`src/rtl/pipe_ctrl_pkg.sv`:
```
// Shared state encoding and per-state control vectors for the
// pipeline stall/flush sequencer.
package pipe_ctrl_pkg;

    typedef logic [2:0] state_t;

    localparam state_t INIT     = 3'd0;
    localparam state_t RUN      = 3'd1;
    localparam state_t LU_STALL = 3'd2;
    localparam state_t MD_BUSY  = 3'd3;
    localparam state_t MISS     = 3'd4;
    localparam state_t FLUSH    = 3'd5;

    // {pc_we, ifid_we, ifid_flush, idex_hit, idex_bubble}
    localparam logic [4:0] OUT_INIT  = 5'b00001;
    localparam logic [4:0] OUT_RUN   = 5'b11010;
    localparam logic [4:0] OUT_LU    = 5'b00011;
    localparam logic [4:0] OUT_MD    = 5'b00000;
    localparam logic [4:0] OUT_MISS  = 5'b00000;
    localparam logic [4:0] OUT_FLUSH = 5'b10111;

    localparam logic [4:0] REG_ZERO = 5'd0;

    function automatic logic [4:0] state_out(input state_t s);
        logic [4:0] o;
        o = OUT_INIT;
        unique case (s)
            INIT:     o = OUT_INIT;
            RUN:      o = OUT_RUN;
            LU_STALL: o = OUT_LU;
            MD_BUSY:  o = OUT_MD;
            MISS:     o = OUT_MISS;
            FLUSH:    o = OUT_FLUSH;
            default:  o = OUT_INIT;
        endcase
        return o;
    endfunction

endpackage

```
`src/rtl/load_use_detect.sv`:
```
// Load-use hazard compare between the load in ID/EX and the
// source registers of the instruction in IF/ID.
module load_use_detect
    import pipe_ctrl_pkg::*;
(
    input  logic [4:0] ifid_rs,
    input  logic [4:0] ifid_rt,
    input  logic [4:0] idex_rt,
    input  logic       idex_mem_read,
    output logic       lu_hz
);

    logic rs_match;
    logic rt_match;

    assign rs_match = (idex_rt == ifid_rs);
    assign rt_match = (idex_rt == ifid_rt);

    assign lu_hz = idex_mem_read
                 & (idex_rt != REG_ZERO)
                 & (rs_match | rt_match);

endmodule

```
`src/rtl/pipeline_hazard_ctrl.sv`:
```
// Stall/flush sequencer for the 5-stage pipeline front end.
// Optional saturating stall counter enabled by STALL_CNT_EN.
module pipeline_hazard_ctrl
    import pipe_ctrl_pkg::*;
#(
    parameter int MULDIV_LAT  = 4,
    parameter int STALL_CNT_W = 16
) (
    input  logic                   Clk,
    input  logic                   Reset_n,
    input  logic [4:0]             ifid_rs,
    input  logic [4:0]             ifid_rt,
    input  logic [4:0]             idex_rt,
    input  logic                   idex_mem_read,
    input  logic                   muldiv_start,
    input  logic                   cache_ready,
    input  logic                   branch_taken,
    output logic                   pc_we,
    output logic                   ifid_we,
    output logic                   ifid_flush,
    output logic                   idex_hit,
    output logic                   idex_bubble,
    output logic [STALL_CNT_W-1:0] stall_cnt
);

    localparam int CW = $clog2(MULDIV_LAT) + 1;
    localparam logic [CW-1:0] MD_LOAD = CW'(MULDIV_LAT - 2);

    state_t        state;
    state_t        state_d;
    logic [CW-1:0] md_cnt;
    logic [CW-1:0] md_cnt_d;
    logic          md_hold;
    logic          md_hold_d;
    logic [4:0]    out_q;
    logic          lu_hz;

    load_use_detect u_lu (
        .ifid_rs       (ifid_rs),
        .ifid_rt       (ifid_rt),
        .idex_rt       (idex_rt),
        .idex_mem_read (idex_mem_read),
        .lu_hz         (lu_hz)
    );

    always_comb begin
        state_d   = state;
        md_cnt_d  = md_cnt;
        md_hold_d = md_hold;
        unique case (state)
            INIT: begin
                state_d = RUN;
            end
            RUN, LU_STALL, FLUSH: begin
                md_hold_d = 1'b0;
                if (!cache_ready) begin
                    state_d = MISS;
                end else if (muldiv_start) begin
                    state_d  = MD_BUSY;
                    md_cnt_d = MD_LOAD;
                end else if (branch_taken) begin
                    state_d = FLUSH;
                end else if (lu_hz && state != LU_STALL) begin
                    state_d = LU_STALL;
                end else begin
                    state_d = RUN;
                end
            end
            MD_BUSY: begin
                // A busy cycle cut short by a miss still counts as spent.
                if (md_cnt != '0) begin
                    md_cnt_d = md_cnt - 1'b1;
                end
                if (!cache_ready) begin
                    state_d   = MISS;
                    md_hold_d = (md_cnt != '0);
                end else if (md_cnt == '0) begin
                    state_d = RUN;
                end
            end
            MISS: begin
                if (cache_ready) begin
                    state_d   = md_hold ? MD_BUSY : RUN;
                    md_hold_d = 1'b0;
                end
            end
            default: begin
                state_d = INIT;
            end
        endcase
    end

    always_ff @(posedge Clk or negedge Reset_n) begin
        if (!Reset_n) begin
            state   <= INIT;
            md_cnt  <= '0;
            md_hold <= 1'b0;
            out_q   <= OUT_INIT;
        end else begin
            state   <= state_d;
            md_cnt  <= md_cnt_d;
            md_hold <= md_hold_d;
            out_q   <= state_out(state_d);
        end
    end

    assign {pc_we, ifid_we, ifid_flush, idex_hit, idex_bubble} = out_q;

`ifdef STALL_CNT_EN
    logic [STALL_CNT_W-1:0] scnt;

    always_ff @(posedge Clk or negedge Reset_n) begin
        if (!Reset_n) begin
            scnt <= '0;
        end else if (!out_q[4] && state != INIT && scnt != '1) begin
            scnt <= scnt + 1'b1;
        end
    end

    assign stall_cnt = scnt;
`else
    assign stall_cnt = '0;
`endif

endmodule

```
`config.mk`:
```
export PLATFORM = sky130hd
export DESIGN_NAME = pipeline_hazard_ctrl
export DESIGN_NICKNAME = d
export VERILOG_FILES = /design/src/rtl/pipe_ctrl_pkg.sv /design/src/rtl/load_use_detect.sv /design/src/rtl/pipeline_hazard_ctrl.sv
export SDC_FILE = /design/constraint.sdc
export NUM_CORES = 1
export LEC_CHECK = 0
export ABC_AREA = 1
export ABC_CLOCK_PERIOD_IN_PS = 1300
export BUFFER_PORTS_ARGS = -buffer_cell sky130_fd_sc_hd__buf_2
export CAP_MARGIN = 0
export CORE_ASPECT_RATIO = 0.8
export CORE_UTILIZATION = 35
export CTS_CLUSTER_DIAMETER = 50
export DETAILED_ROUTE_END_ITERATION = 8
export PLACE_DENSITY_LB_ADDON = 0.05
export SETUP_SLACK_MARGIN = 0.15
export SLEW_MARGIN = 40
export SYNTH_ARGS = -nofsm -noshare
export SYNTH_HDL_FRONTEND = slang
export SYNTH_SLANG_ARGS = --single-unit
```
`constraint.sdc`:
```
create_clock -name Clk -period 1.3 [get_ports Clk]
set_input_delay 0.26 -clock Clk [delete_from_list [all_inputs] [get_ports Clk]]
set_output_delay 0.26 -clock Clk [all_outputs]
set_load 0.02 [all_outputs]
```
==> results.cfg, run 1 <==
[timing]
worst_slack_ps = -49.8
rsz0062_at_grt = true
fin_tns_setup_ps = -149
fin_crit_ps = 1350
finalHoldViolations = 0
whs_ps = 309
fin_skew_ps = 6.59
slew_violations = 0
period_share_pct = 104
timing.fmax_mhz = 741
setup_viol = 7

[final_layout]
drive_gt1_share_pct = 37.5
insertedDiodeCount = 0
layout.nets = 208
layout_common_cells = nand2_1 (33), buf_2 (24), inv_1 (23)
fin_cells = 220
syn_to_final_growth_pct = 37.9
final_common_cell = nand2_1

[pwr]
p_per_area_nw_per_um2 = 1770
ir_drop_uv = 818
cellLeakagePower_nw = 0.748
fin_total_pwr_mw = 2.26

[critical_path]
criticalPathCategory = flop to flop
cp_cell_sequence = inv_2, nand3_2, nand3b_1, a21oi_1, nand2_1, nand2_1, nand2_1, nand2_2, buf_4, buf_6
worst_setup_path_end_kind = flop
cp_common_cell = nand2_1
r2r-end = state[1]$_DFF_PN0_
start_kind = flop
slowest_delay_ps = 460
crit_family = flip-flops
cp_slowest_cell = dfrtp_2
cp.required_ps = 1480
crit_arrival_ps = 1530
reg2reg_slack_ps = -50
r2r_cells = 10
r2r-start = state[0]$_DFF_PN0_
cp_max_fo = 5
path_buf_inv = 3

[grt]
antenna_found_initial = 0
grt_max_degree = 13
grt_overflow = 0
grt_pass1_vias = 839
grt_pass1_wl_um = 3420
track_usage_pct = 16.7

[yosys]
netlist_instances = 139
yosys_warnings = 0
syn_avg_cell_area_sq_um = 6.67
syn-cell-area_sq_um = 927
yosysSeqAreaShare_pct = 32.5
synth_cell_type_count = 22
ys_ff_latch = 12

[floorplan]
core_sq_um = 2480
num_io_pins = 42
rows = 16
die-area_sq_um = 2860
die_h_um = 48.0
start_util_pct = 37.3
die_w_um = 59.5

[hold_path]
holdCritStartpoint = branch_taken
hp-class = input port to flop
hold_path_depth = 3
hold_path_end = state[2]$_DFF_PN0_

[place]
dp.cells = 212
numPortBuffers = 25
place.gp.congestion = 0.772
dp.final_hpwl_um = 1570

[clock_tree]
path_clk_slew_ps = 70
cts_tree = built
cts_inserted_buffers = 3
htree_levels = 1
cts.sinks = 12
root_buffer = clkbuf_4
clock_latency_ps = 290
cts_max_path_buffers = 2

[route]
finalWirelength_um = 2070
wl_per_cell_um = 9.42
remaining_drc_errors = 0
postRouteAntennaNets = 0
vias_per_cell = 4.11
drt-pass1-iter-count = 4
vias = 905
drt_iter0_drc = 15

[run_status]
status = finished with violations
violations = negative setup slack

[run]
drv_cap = 0
-- sequential cells by signal (all words and copies together), names as in the netlist --
signal / cells
md_hold: 1
state: 3
out_q: 5
md_cnt: 3
-- per-stage QoR --
stage / utilization (%) / worst slack [ps] / area (sq um)
finish: 51.5 / -49.8 / 1280
global route: 51.5 / -160 / 1280
CTS: 50.0 / -72.9 / 1240
detailed placement: 46.0 / -106 / 1140
global placement: 46.0 / -91.0 / 1140
floorplan: - / 79.1 / 995
-- timing repair --
action | in CTS | in global routing
buffers inserted | 3 | 0
resized for setup | 8 | 12
endpoints found under the hold margin | 11 | 0
hold buffers | 1 | 0
setup endpoints to repair | 13 | 13
pin swaps | 6 | 4
-- cell families after synthesis --
logic type | share of synthesized area (%)
AO/OA/AOI/OAI | 9.31
XOR/XNOR | 2.83
adder cells (fa/ha/maj) | 2.70
buffers and inverters | 24.7
flip-flops | 32.5
other | 0.404
AND/OR/NAND/NOR | 27.5
-- synthesized netlist by cell type --
master	n	area (sq um)
nor3_1	1	5.00
a31oi_1	1	6.26
nor2_1	13	48.8
o21ai_0	4	20.0
buf_4	16	120
ha_1	2	25.0
conb_1	1	3.75
a22oi_1	1	7.51
nand4_1	1	6.26
o211ai_1	1	7.51
a31oi_2	1	12.5
inv_2	3	11.3
nand3_1	6	30.0
inv_1	26	97.6
nand2_1	37	139
nand3b_1	1	7.51
dfstp_2	1	26.3
nand2_2	3	18.8
xnor2_1	3	26.3
a21oi_1	5	25.0
o31ai_1	1	7.51
dfrtp_1	11	275
-- worst max path at each step --
stage / to / start / cells after the start / slack (ps)
floorplan: out_q[1]$_DFF_PN0_ / state[0]$_DFF_PN0_ / 11 / 80
global placement: out_q[3]$_DFF_PN0_ / idex_rt[0] / 14 / -90
detailed placement: out_q[1]$_DFF_PN0_ / idex_rt[0] / 14 / -110
CTS: out_q[1]$_DFF_PN0_ / state[0]$_DFF_PN0_ / 11 / -70
global route: out_q[1]$_DFF_PN0_ / state[0]$_DFF_PN0_ / 11 / -160
finish: state[1]$_DFF_PN0_ / state[0]$_DFF_PN0_ / 10 / -50
-- routing by layer --
layer	global-route usage (%)	vias to the layer above	wire length, um
li1	-	478	-
met1	20.7	394	979
met2	28.5	30	972
met3	4.86	3	99
met4	5.58	0	21
met5	0	-	0
-- area by class of cell --
type	count	area, sq um
Tap cell	36	45.0
Timing Repair Buffer	42	265
Sequential cell	12	304
Multi-Input combinational cell	97	519
Inverter	29	109
Fill cell	247	1200
Clock buffer	4	36.3
-- power breakdown --
| group | internal (mW) | leakage [nW] | switching (mW) |
|---|---|---|---|
| Combinational | 0.596 | 0.582 | 0.722 |
| Sequential | 0.539 | 0.145 | 0.0986 |
| Clock | 0.171 | 0.0210 | 0.134 |
| Total | 1.31 | 0.748 | 0.955 |
-- tightest hold or removal path, stage by stage --
cell	delay (ps)
buf_2	120
a31oi_4	120
inv_2	60
(Power assumes the default switching activity.)
==> run 2, diff against run 1 <==
--- a/config.mk
+++ b/config.mk
@@ -8,12 +8,12 @@
 export ABC_AREA = 1
 export ABC_CLOCK_PERIOD_IN_PS = 1300
 export BUFFER_PORTS_ARGS = -buffer_cell sky130_fd_sc_hd__buf_2
-export CAP_MARGIN = 0
+export CAP_MARGIN = 20
 export CORE_ASPECT_RATIO = 0.8
 export CORE_UTILIZATION = 35
 export CTS_CLUSTER_DIAMETER = 50
 export DETAILED_ROUTE_END_ITERATION = 8
-export PLACE_DENSITY_LB_ADDON = 0.05
+export PLACE_DENSITY = 0.7
 export SETUP_SLACK_MARGIN = 0.15
 export SLEW_MARGIN = 40
 export SYNTH_ARGS = -nofsm -noshare
==> results.cfg, run 2 (synthesis gave the netlist of run 1 again) <==
[route]
m1WireLength_um = 939
postRouteAntennaNets = 0
drt-pass1-iter-count = 4
vias = 884
remaining_drc_errors = 0
drt_iter0_drc = 18
wl_per_cell_um = 9.06
finalWirelength_um = 1960
vias_per_cell = 4.09
wl_met2_um = 939
wl_met3_um = 77
routed.top_layer = met3

[critical_path]
slowest_delay_ps = 440
crit_arrival_ps = 1530
crit_family = simple AND/OR/NAND/NOR gates
cp_slowest_cell = dfrtp_2
criticalPathCategory = flop to flop
cp_max_fo = 4
r2r-start = state[1]$_DFF_PN0_
cp.required_ps = 1460
path_buf_inv = 3
worst_setup_path_end_kind = flop
reg2reg_slack_ps = -70
cp_cell_sequence = nor2_2, nand2_2, inv_1, nand3_1, o21ai_2, inv_1, nand2_2, inv_1, nand2_4, nand2_2
r2r_cells = 10
start_kind = flop
r2r-end = out_q[1]$_DFF_PN0_

[clock_tree]
cts_tree = built
htree_levels = 1
root_buffer = clkbuf_4
cts_max_path_buffers = 2
cts.sinks = 12
cts_inserted_buffers = 3
path_clk_slew_ps = 70
clock_latency_ps = 270

[hold_path]
hold_path_depth = 3
hold_path_end = state[2]$_DFF_PN0_
hp-class = input port to flop
holdCritStartpoint = branch_taken

[grt]
grt_pass1_wl_um = 2910
grt_max_degree = 13
grt_overflow = 0
track_usage_pct = 13.5
grt_pass1_vias = 730
antenna_found_initial = 0

[final_layout]
layout_common_cells = nand2_1 (32), buf_2 (24), inv_1 (21)
nFillCells = 239
drive_gt1_share_pct = 40.0
fin_area_sq_um = 1300
top_register = out_q
syn_to_final_growth_pct = 39.8
largest_reg_flops = 5
top_regs = out_q: 5 flops, md_cnt: 3 flops, state: 3 flops
insertedDiodeCount = 0
final_common_cell = nand2_1
layout.nets = 204
fin_cells = 216

[floorplan]
num_io_pins = 42
die-area_sq_um = 2860
core_sq_um = 2480
start_util_pct = 37.3
die_h_um = 48.0
die_w_um = 59.5
rows = 16

[timing]
fin_crit_ps = 1370
period_share_pct = 105
fin_skew_ps = 3.70
timing.fmax_mhz = 730
rsz0062_at_grt = true
fin_tns_setup_ps = -314
setup_viol = 6
finalHoldViolations = 0
slew_violations = 0
worst_slack_ps = -70.6

[pwr]
p_per_area_nw_per_um2 = 1750
fin_total_pwr_mw = 2.27
ir_drop_uv = 857
cellLeakagePower_nw = 0.733

[run_status]
violations = negative setup slack
status = finished with violations

[place]
dp.cells = 208
dpl_cell_area_sq_um = 1110
place.gp.congestion = 0.821
numPortBuffers = 25
dp.final_hpwl_um = 1440

[run]
drv_cap = 0
==> run 2: cell types whose count changed in the layout (fill, tap and decap cells not counted), sizes merged <==
cell / before / now
buf: 41 / 37
==> run 2: worst min-delay path, cell delays in order <==
cell and delay [ps]:
buf_2 100, a31oi_4 100, inv_2 60
==> run 2: cell type report <==
type,count,area [sq um],area share [%]
clock buffers,4,36.3,2.80
inverters,29,111,8.59
multi-input cells,97,561,43.2
flip-flops and latches,12,304,23.5
well taps,36,45.0,3.47
repair buffers,38,239,18.4
==> run 2: per-stage QoR <==
| step | hold WS (ps) | utilization, % | setup slack (ps) |
|---|---|---|---|
| global route | 291 | 52.2 | -194 |
| floorplan | -35.6 | - | 79.1 |
| finish | 282 | 52.2 | -70.6 |
| detailed placement | 149 | 44.8 | -131 |
| CTS | 280 | 48.4 | -90.1 |
| global placement | 147 | 44.8 | -94.6 |
==> run 2: worst max path at each step <==
| stage | startpoint | end | depth (start not counted) |
|---|---|---|---|
| after floorplan | state[0]$_DFF_PN0_ | out_q[1]$_DFF_PN0_ | 11 |
| after global placement | idex_rt[0] | out_q[1]$_DFF_PN0_ | 14 |
| after detailed placement | idex_rt[0] | out_q[1]$_DFF_PN0_ | 14 |
| after CTS | state[0]$_DFF_PN0_ | out_q[1]$_DFF_PN0_ | 11 |
| after global routing | state[1]$_DFF_PN0_ | out_q[1]$_DFF_PN0_ | 8 |
| final | state[1]$_DFF_PN0_ | out_q[1]$_DFF_PN0_ | 10 |
==> run 2: repair_timing <==
| action | in CTS | in global routing |
|---|---|---|
| pin swaps | 6 | 13 |
| endpoints found under the hold margin | 11 | 0 |
| hold buffers | 1 | 0 |
| gates cloned | 0 | 0 |
| buffers inserted | 2 | 1 |
| resized for setup | 12 | 23 |
| endpoints found under the setup margin | 13 | 13 |
==> run 2: per-layer routing <==
metal,track usage [%],vias up
li1,-,474
met1,19.2,386
met2,20.7,24
met3,4.59,0
met4,1.40,0
met5,0,-
==> run 2: report_power, final <==
part	switching (mW)	internal [mW]
clock	0.116	0.170
combinational	0.777	0.572
sequential	0.0935	0.539
==> run 3, diff against run 2 <==
--- a/config.mk
+++ b/config.mk
@@ -10,10 +10,10 @@
 export BUFFER_PORTS_ARGS = -buffer_cell sky130_fd_sc_hd__buf_2
 export CAP_MARGIN = 20
 export CORE_ASPECT_RATIO = 0.8
-export CORE_UTILIZATION = 35
+export CORE_UTILIZATION = 37
 export CTS_CLUSTER_DIAMETER = 50
 export DETAILED_ROUTE_END_ITERATION = 8
-export PLACE_DENSITY = 0.7
+export PLACE_DENSITY = 0.73
 export SETUP_SLACK_MARGIN = 0.15
 export SLEW_MARGIN = 40
 export SYNTH_ARGS = -nofsm -noshare
==> results.cfg, run 3 (synthesis gave the netlist of run 1 again) <==
[run_status]
status = finished with violations
violations = design-rule violations, negative setup slack

[hold_path]
hp-class = input port to flop
hold_path_end = state[2]$_DFF_PN0_
holdCritStartpoint = branch_taken
hold_path_depth = 3

[critical_path]
r2r-end = out_q[1]$_DFF_PN0_
reg2reg_slack_ps = -90
cp_max_fo = 5
worst_setup_path_end_kind = flop
criticalPathCategory = flop to flop
crit_arrival_ps = 1570
r2r-start = state[0]$_DFF_PN0_
cp.required_ps = 1480
start_kind = flop
r2r_cells = 10

[place]
dp_slack_ps = -102
place.gp.congestion = 0.836
numPortBuffers = 25
dp.final_hpwl_um = 1560
dpl_cell_area_sq_um = 1110

[floorplan]
rows = 15
start_util_pct = 41.2
die_h_um = 46.8
die-area_sq_um = 2710
num_io_pins = 42
die_w_um = 58.0
core_sq_um = 2250

[timing]
finalHoldViolations = 0
fin_skew_ps = 2.49
rsz0062_at_grt = true
fin_tns_setup_ps = -487
whs_ps = 280
setup_viol = 7
slew_violations = 0
worst_slack_ps = -85.1
fin_crit_ps = 1390
timing.fmax_mhz = 722
period_share_pct = 107

[grt]
grt_max_degree = 13
grt_overflow = 0
grt_pass1_vias = 866
grt_pass1_wl_um = 3490
track_usage_pct = 17.6
antenna_found_initial = 0

[pwr]
swShare_pct = 44.8
p_int_mw = 1.37
seqPwrFrac_pct = 26.5
p_per_area_nw_per_um2 = 1850
p_comb_share_pct = 61.1
cellLeakagePower_nw = 0.769
pwr-share-clk_pct = 12.4
p_sw_mw = 1.12
ir_drop_uv = 1060

[clock_tree]
cts_max_path_buffers = 2
cts_inserted_buffers = 3
root_buffer = clkbuf_4
cts_tree = built
htree_levels = 1
clock_latency_ps = 280
path_clk_slew_ps = 80
cts.sinks = 12

[final_layout]
layout.nets = 211
syn_to_final_growth_pct = 45.1
top_regs = out_q: 5 flops, md_cnt: 3 flops, state: 3 flops
insertedDiodeCount = 0
fin_area_sq_um = 1350
final_common_cell = nand2_1
drive_gt1_share_pct = 43.3
post-route-util_pct = 59.7
nFillCells = 182
top_register = out_q
largest_reg_flops = 5
layout_common_cells = nand2_1 (32), buf_2 (24), inv_1 (18)

[route]
finalWirelength_um = 2320
drt_iter0_drc = 28
remaining_drc_errors = 3
postRouteAntennaNets = 0
vias = 965
drt-pass1-iter-count = 9
vias_per_cell = 4.55
wl_per_cell_um = 10.9

[run]
drv_cap = 0
run 3: cell types whose count changed in the layout (fill, tap and decap cells not counted):
cell     delta
buf_4       +7
inv_1       -3
inv_2       +3
a31oi_2     -1
a31oi_4     +1
ha_1        +1
ha_4        -1
nand3_1     -1
nand3_4     +1
nor2_2      -1
nor2_4      +1
o21ai_1     +1
o21ai_2     -1
run 3: layout make-up:
| cell class | instances | area [sq um] | share of cell area, % |
|---|---|---|---|
| multi-input cells | 97 | 571 | 42.4 |
| flip-flops and latches | 12 | 304 | 22.6 |
| clock buffers | 4 | 36.3 | 2.70 |
| inverters | 29 | 111 | 8.28 |
| well taps | 25 | 31.3 | 2.33 |
| repair buffers | 45 | 292 | 21.7 |
run 3: worst max path at each step:
stage / startpoint / to / slack, ps / depth (start not counted)
3_3_place_gp: idex_rt[3] / out_q[1]$_DFF_PN0_ / -70 / 13
5_1_grt: state[0]$_DFF_PN0_ / out_q[1]$_DFF_PN0_ / -170 / 11
4_1_cts: state[1]$_DFF_PN0_ / out_q[1]$_DFF_PN0_ / -40 / 8
3_5_place_dp: idex_rt[0] / out_q[4]$_DFF_PN0_ / -100 / 14
6_report: state[0]$_DFF_PN0_ / out_q[1]$_DFF_PN0_ / -90 / 10
2_1_floorplan: state[0]$_DFF_PN0_ / out_q[1]$_DFF_PN0_ / 80 / 11
run 3: worst max-delay path, cell delays in order, from the launching register on:
cell	delay, ps
dfrtp_2	480
inv_2	80
nand3_2	80
nand2_2	100
inv_4	60
nor2_4	140
nand2_2	90
nand2_4	80
inv_2	50
nand2_4	80
nand2_1	50
run 3: power groups by stage:
| stage | combinational (mW) | clock [mW] | sequential [mW] |
|---|---|---|---|
| 2_1_floorplan | 0.592 | 0 | 0.701 |
| 3_3_place_gp | 0.965 | 0 | 0.608 |
| 3_5_place_dp | 1.00 | 0 | 0.618 |
| 4_1_cts | 1.30 | 0.313 | 0.633 |
| 5_1_grt | 1.65 | 0.340 | 0.672 |
| 6_report | 1.52 | 0.310 | 0.659 |
run 3: through the flow:
stage / power, mW / cells
after floorplan: 1.29 / 154
after global placement: 1.57 / 198
after detailed placement: 1.62 / 198
after CTS: 2.25 / 210
after global routing: 2.67 / 212
final: 2.49 / 212
run 3: timing repair:
| action | CTS | global route |
|---|---|---|
| setup endpoints to repair | 13 | 13 |
| pin swaps | 10 | 11 |
| endpoints found under the hold margin | 11 | 0 |
| buffers inserted | 7 | 2 |
| resized for setup | 21 | 18 |
| hold buffers | 1 | 0 |
run 3: layer usage:
layer | GRT usage, % | vias to the layer above | wire length (um)
li1 | - | 485 | -
met1 | 18.9 | 447 | 948
met2 | 34.3 | 26 | 1240
met3 | 3.31 | 7 | 62
met4 | 8.57 | 0 | 65
met5 | 0 | - | 0
